--- src/rtl/iobus_defs_pkg.sv ---
// Shared definitions for PDP-6 IO-bus slave devices: word/select widths,
// CONI status bit positions and the output-device FSM encoding.
package iobus_defs;

  localparam int WORD_W    = 36;
  localparam int IOS_W     = 7;
  localparam int PI_CHAN_W = 3;

  // Status bit positions, PDP-6 numbering (bit 0 = MSB)
  localparam int ST_PIA_LO = 33;
  localparam int ST_PIA_HI = 35;
  localparam int ST_DONE   = 32;
  localparam int ST_BUSY   = 31;
  localparam int ST_OVR    = 30;

  typedef enum logic [1:0] {
    ST_IDLE  = 2'd0,
    ST_WAIT  = 2'd1,
    ST_OFFER = 2'd2
  } state_t;

  function automatic logic [0:WORD_W-1] status_word(
    input logic [0:PI_CHAN_W-1] pia,
    input logic                 done,
    input logic                 busy,
    input logic                 ovr
  );
    logic [0:WORD_W-1] s;
    s                      = '0;
    s[ST_PIA_LO:ST_PIA_HI] = pia;
    s[ST_DONE]             = done;
    s[ST_BUSY]             = busy;
    s[ST_OVR]              = ovr;
    return s;
  endfunction

endpackage

--- src/rtl/iobus_pi_decode.sv ---
// Priority-interrupt channel decoder: a 3-bit PIA assignment and a request
// level become a one-hot pi_req[1:7]; PIA of zero disables the request.
module iobus_pi_decode
  import iobus_defs::*;
(
  input  logic [0:PI_CHAN_W-1] pia,
  input  logic                 req,
  output logic [1:7]           pi_req
);

  always_comb begin
    pi_req = 7'b0000000;
    for (int k = 1; k <= 7; k++) begin
      if (pia == 3'(k)) begin
        pi_req[k] = req;
      end else begin
        pi_req[k] = 1'b0;
      end
    end
  end

endmodule

--- src/rtl/iobus_out_dev.sv ---
// Generic IO-bus output device: buffers DATAO words, offers each to a
// downstream valid/ready consumer after a busy delay, then flags DONE.
module iobus_out_dev
  import iobus_defs::*;
#(
  parameter logic [IOS_W-1:0] DEVCODE = 7'o30,
  parameter int               DELAY   = 16
) (
  input  logic                clk,
  input  logic                reset,
  input  logic                iob_poweron,
  input  logic                iob_reset,
  input  logic                datao_clear,
  input  logic                datao_set,
  input  logic                cono_clear,
  input  logic                cono_set,
  input  logic                iob_fm_datai,
  input  logic                iob_fm_status,
  input  logic                rdi_pulse,
  input  logic [3:9]          ios,
  input  logic [0:WORD_W-1]   iob_write,
  output logic [1:7]          pi_req,
  output logic [0:WORD_W-1]   iob_read,
  output logic                dr_split,
  output logic                rdi_data,
  output logic [0:WORD_W-1]   out_data,
  output logic                out_valid,
  input  logic                out_ready
);

  state_t                 r_state, w_state_nxt;
  logic [0:WORD_W-1]      r_buf, w_buf_nxt;
  logic [0:WORD_W-1]      r_word, w_word_nxt;
  logic [0:WORD_W-1]      r_outreg, w_outreg_nxt;
  logic [0:PI_CHAN_W-1]   r_pia, w_pia_nxt;
  logic                   r_done, w_done_nxt;
  logic                   r_ovr, w_ovr_nxt;
  logic [15:0]            r_cnt, w_cnt_nxt;

  logic                   w_rst, w_sel, w_abort, w_busy, w_unused;
  logic                   w_datao_clr, w_datao_set, w_cono_clr, w_cono_set;
  logic [0:WORD_W-1]      w_status;

  assign w_rst       = reset | iob_reset | ~iob_poweron;
  assign w_sel       = (ios == DEVCODE);
  assign w_datao_clr = w_sel & datao_clear;
  assign w_datao_set = w_sel & datao_set;
  assign w_cono_clr  = w_sel & cono_clear;
  assign w_cono_set  = w_sel & cono_set;
  assign w_abort     = w_cono_set & iob_write[ST_BUSY];
  assign w_busy      = (r_state != ST_IDLE);
  assign w_unused    = rdi_pulse;

  // r_word snapshots the word that started the transfer, so an overrun
  // DATAO during WAIT can refill BUF without replacing the offered word.
  always_comb begin
    w_state_nxt  = r_state;
    w_buf_nxt    = r_buf;
    w_word_nxt   = r_word;
    w_outreg_nxt = r_outreg;
    w_pia_nxt    = r_pia;
    w_done_nxt   = r_done;
    w_ovr_nxt    = r_ovr;
    w_cnt_nxt    = r_cnt;

    if (w_datao_clr) w_buf_nxt = '0;
    else             w_buf_nxt = r_buf;
    if (w_datao_set) w_buf_nxt = w_buf_nxt | iob_write;
    else             w_buf_nxt = w_buf_nxt;

    case (r_state)
      ST_IDLE: begin
        if (w_datao_set) begin
          w_state_nxt = ST_WAIT;
          w_cnt_nxt   = 16'(DELAY - 1);
          w_word_nxt  = w_buf_nxt;
          w_done_nxt  = 1'b0;
        end else begin
          w_state_nxt = ST_IDLE;
        end
      end
      ST_WAIT: begin
        if (w_datao_set) w_ovr_nxt = 1'b1;
        else             w_ovr_nxt = r_ovr;
        if (r_cnt == 16'd0) begin
          w_outreg_nxt = r_word;
          w_state_nxt  = ST_OFFER;
        end else begin
          w_cnt_nxt = r_cnt - 16'd1;
        end
      end
      ST_OFFER: begin
        if (w_datao_set) w_ovr_nxt = 1'b1;
        else             w_ovr_nxt = r_ovr;
        if (out_ready && !w_abort) begin
          w_state_nxt = ST_IDLE;
          w_done_nxt  = 1'b1;
        end else begin
          w_state_nxt = ST_OFFER;
        end
      end
      default: begin
        w_state_nxt = ST_IDLE;
      end
    endcase

    if (w_abort) begin
      w_state_nxt = ST_IDLE;
      w_cnt_nxt   = 16'd0;
    end else begin
      w_cnt_nxt   = w_cnt_nxt;
    end

    if (w_cono_clr) begin
      w_pia_nxt  = 3'b000;
      w_done_nxt = 1'b0;
      w_ovr_nxt  = 1'b0;
    end else begin
      w_pia_nxt  = w_pia_nxt;
    end

    if (w_cono_set) begin
      w_pia_nxt = w_pia_nxt | iob_write[ST_PIA_LO:ST_PIA_HI];
      if (iob_write[ST_DONE]) w_done_nxt = 1'b1;
      else                    w_done_nxt = w_done_nxt;
    end else begin
      w_pia_nxt = w_pia_nxt;
    end
  end

  // State and data registers; bus reset and power loss act like reset.
  always_ff @(posedge clk) begin
    if (w_rst) begin
      r_state  <= ST_IDLE;
      r_buf    <= '0;
      r_word   <= '0;
      r_outreg <= '0;
      r_pia    <= 3'b000;
      r_done   <= 1'b0;
      r_ovr    <= 1'b0;
      r_cnt    <= 16'd0;
    end else begin
      r_state  <= w_state_nxt;
      r_buf    <= w_buf_nxt;
      r_word   <= w_word_nxt;
      r_outreg <= w_outreg_nxt;
      r_pia    <= w_pia_nxt;
      r_done   <= w_done_nxt;
      r_ovr    <= w_ovr_nxt;
      r_cnt    <= w_cnt_nxt;
    end
  end

  assign w_status = status_word(r_pia, r_done, w_busy, r_ovr);

  assign iob_read  = ({WORD_W{w_sel & iob_fm_datai}}  & r_buf) |
                     ({WORD_W{w_sel & iob_fm_status}} & w_status);
  assign out_valid = (r_state == ST_OFFER);
  assign out_data  = r_outreg;
  assign dr_split  = 1'b0;
  assign rdi_data  = 1'b0;

  iobus_pi_decode u_pi_decode (
    .pia    (r_pia),
    .req    (r_done),
    .pi_req (pi_req)
  );

endmodule

--- config.mk ---
export PLATFORM = sky130hd
export DESIGN_NAME = iobus_out_dev
export DESIGN_NICKNAME = d
export VERILOG_FILES = /design/src/rtl/iobus_defs_pkg.sv /design/src/rtl/iobus_pi_decode.sv /design/src/rtl/iobus_out_dev.sv
export SDC_FILE = /design/constraint.sdc
export NUM_CORES = 1
export LEC_CHECK = 0
export ABC_AREA = 1
export ABC_CLOCK_PERIOD_IN_PS = 3500
export CORE_AREA = 3 3 108 110
export CTS_CLUSTER_SIZE = 10
export DETAILED_ROUTE_END_ITERATION = 7
export DIE_AREA = 0 0 111 113
export GPL_TIMING_DRIVEN = 0
export PLACE_DENSITY = 0.84
export RECOVER_POWER = 50
export SYNTH_ARGS = -nofsm -noshare
export SYNTH_HDL_FRONTEND = slang
export SYNTH_SLANG_ARGS = --single-unit
--- constraint.sdc ---
create_clock -name clk -period 3.5 [get_ports clk]
set_clock_uncertainty 0.2 [all_clocks]
set_input_delay 0.7 -clock clk [delete_from_list [all_inputs] [get_ports clk]]
set_output_delay 0.7 -clock clk [all_outputs]
set_load 0.005 [all_outputs]
==> impl_metrics.json, run 1 <==
{
  "status": "finished, final reports clean",
  "fin_crit_sh_pct": 97.5,
  "cts_max_level": 4,
  "dieArea_um2": 12500,
  "cts.sinks": 131,
  "antenna_found_initial": 0,
  "drive_gt1_share_pct": 7.45,
  "wl_met1_um": 6510,
  "p_total_w": 0.00342,
  "synth_top_flop_cell": "dfxtp_1",
  "avgRoutedWirePerCell_um": 13.6,
  "synth_edf_count": 0,
  "ys_warn_count": 0,
  "cts_made_buffers": 17,
  "slew_headroom_pct": 65.1,
  "initial_utilization_pct": 53.5,
  "worstPathArrival_ns": 2.51,
  "p_switching_w": 0.000704,
  "yosys-top-cells-area": "dfxtp_1 45%, nand2_1 12%, inv_1 8.8%",
  "postSynthCellCount": 839,
  "rows": 38,
  "nNetsFinal": 1055,
  "worstMarginPinSlew_ns": 0.524,
  "cp.required_ns": 2.60,
  "drc": 0,
  "diodes": 0,
  "cp_num_buf_inv": 4,
  "cp-start-kind": "primary input",
  "fp.dieH_um": 113,
  "port_buffers": 133,
  "root_buffer": "clkbuf_8",
  "crit_fanout": 10,
  "p_int_w": 0.00271,
  "cpLargestDelayFamily": "buffers and inverters",
  "synth_area_um2": 5770,
  "ir_drop_uv": 393,
  "path_cells": "clkdlybuf4s50_1 -> nand2_1 -> nor2_2 -> nand2_2 -> inv_4 -> nand2_2 -> clkbuf_4 -> nor2_1 -> clkdlybuf4s50_1",
  "ant_nets": 0,
  "min_period_ns": 3.41,
  "drv_slew": 0,
  "cts.clk_slew.worst_paths_ns": 0.06,
  "leakage_nw": 3.05,
  "maxCapViolCount": 0,
  "final-setup-viol-count": 0,
  "routed-wl-met2_um": 7650,
  "first_pass_iters": 5,
  "wirelength_um": 15600,
  "fp.dieW_um": 111,
  "pwr_density_cell_nw_per_um2": 433,
  "clockBufferDepth": 2,
  "area_growth_pct": 36.8,
  "grt_pass1_wl_um": 25600,
  "gp_congestion": 0.894,
  "cts_tree": "built",
  "fillers": 819,
  "cpMaxStageDelayCell": "clkdlybuf4s50_1",
  "power_frac_comb_pct": 3.2,
  "avgViaCountPerCell": 5.05,
  "hp-class": "reg2reg",
  "clkLatencyLatePin_ns": 0.52,
  "drtIter0Drc": 282,
  "synth_top_area_share_pct": 45.4,
  "synth.largest_area_cell": "dfxtp_1",
  "synth_cell_types": 32,
  "grt_pass1_vias": 5502,
  "ys_seq_area_share_pct": 45.4,
  "dr_wl_met3_um": 1020,
  "p_clk_share_pct": 53.2,
  "share_seq_of_total_power_pct": 43.6,
  "ff2ff_setup_slack_ns": 0.94,
  "synth-seq-cells": 131,
  "hold_viol": 0,
  "grt_overflow": 0,
  "dpl.hpwl_um": 10900,
  "worstSetupPathType": "in2out",
  "grt_max_degree": 17,
  "ios": 137,
  "slowest_delay_ns": 0.52,
  "core_area_um2": 10800,
  "vias": 5797,
  "top_layer_used": "met4",
  "end_kind": "output port",
  "async_flop_share_pct": 0,
  "fin_util_pct": 73.2,
  "clock.fmax_mhz": 293,
  "grt.total_usage_pct": 25.0,
  "syn_avg_cell_area_um2": 6.88,
  "swShare_pct": 20.6
}
==> sequential cells by signal, indices dropped and copies added, names as in the netlist <==
name	flops
r_pia	3
out_data	36
r_ovr	1
r_word	36
r_cnt	16
r_done	1
r_buf	36
r_state	2
==> stage by stage <==
stage / TNS (ns) / cell area (um^2) / hold WS, ns / setup slack [ns] / cells
2_1_floorplan: 0 / 5780 / 0.231 / 1.01 / 840
3_3_place_gp: -6.80 / 7280 / 0.230 / -0.301 / 1113
3_5_place_dp: -7.26 / 7280 / 0.235 / -0.279 / 1113
4_1_cts: 0 / 7900 / 0.244 / 0.0185 / 1143
5_1_grt: -0.0287 / 7900 / 0.256 / -0.0109 / 1147
6_report: 0 / 7900 / 0.244 / 0.0871 / 1147
==> tightest hold or removal path, stage by stage (launching register included) <==
cell	delay (ns)
dfxtp_1	0.30
inv_1	0.05
a21oi_1	0.05
==> cell usage in the layout (no fill, tap or decap), types with 12 or more instances in the layout <==
| master | netlist | final |
|---|---|---|
| nand3_1 | 26 | 28 |
| nor2_1 | 116 | 114 |
| dfxtp_1 | 131 | 131 |
| clkdlybuf4s50_1 | 0 | 132 |
| inv_1 | 135 | 135 |
| nand2_1 | 181 | 179 |
| clkbuf_1 | 22 | 26 |
| a21oi_1 | 83 | 83 |
| clkbuf_16 | 0 | 16 |
| o21ai_0 | 76 | 76 |
| buf_4 | 6 | 12 |
==> timing repair <==
action / in CTS / in global routing
pin swaps: 0 / 0
setup buffers: 0 / 4
hold buffers: 0 / 0
endpoints found under the setup margin: 32 / 36
resized for setup: 8 / 5
==> cell families (layout without fill, tap and decap cells) <==
kind of cell    count (synthesis)  after routing  share of synthesized area [%]
simple gates                  340            340                           23.9
buf+inv                       184            351                           13.3
compound gates                175            175                           15.8
xor+xnor                        3              3                          0.455
fa+ha+maj                       5              5                           1.08
flops                         131            131                           45.4
other cells                     1              2                         0.0650
==> path summary, 6_finish.rpt <==
check / from / to / depth (start not counted)
setup / recovery: ios[6] / iob_read[14] / 9
hold / removal: out_data[7] / out_data[7] / 2
hold reg to reg: out_data[7] / out_data[7] / 2
setup reg to reg: r_cnt[0] / out_data[16] / 8
==> cell usage after synthesis, types with 2 or more instances <==
| cell | count |
|---|---|
| buf_4 | 6 |
| buf_6 | 4 |
| o21ai_1 | 6 |
| dfxtp_1 | 131 |
| nor3_1 | 2 |
| buf_2 | 9 |
| inv_1 | 135 |
| nand2_1 | 181 |
| nor3b_1 | 2 |
| xnor2_1 | 3 |
| nand4_1 | 2 |
| o32ai_1 | 3 |
| or2_2 | 3 |
| a21oi_2 | 6 |
| inv_2 | 7 |
| clkbuf_1 | 22 |
| nor2_1 | 116 |
| nand3_1 | 26 |
| a21oi_1 | 83 |
| o21ai_0 | 76 |
| ha_1 | 5 |
==> layer usage <==
layer	vias up	track usage [%]
met5	-	0
met4	0	9.85
met3	40	7.49
met2	183	42.7
met1	2679	29.7
li1	2895	-
==> area by class of cell <==
class	count	area, um^2	area share, %
multi-input cells	525	2380	30.2
clock inverters	11	179	2.27
clock buffers	20	425	5.39
plain buffers	41	215	2.73
well taps	140	175	2.22
inverters	142	536	6.78
repair buffers	137	1360	17.2
flip-flops and latches	131	2620	33.2
==> power by group through the flow <==
stage	registers, W	logic, W	clock network (W)
after global placement	0.00152	0.000106	0
after global routing	0.00149	0.000118	0.00190
after floorplan	0.00152	0.0000334	0
final	0.00149	0.000109	0.00182
after detailed placement	0.00152	0.000107	0
after CTS	0.00149	0.000108	0.00183
Note: power is estimated with default switching activity, not from simulation.
==> run 2, diff against run 1 <==
SLEW_MARGIN = 20   (was unset)
==> results of run 2 <==
The final DEF is identical to that of run 1; final timing and power are the same.
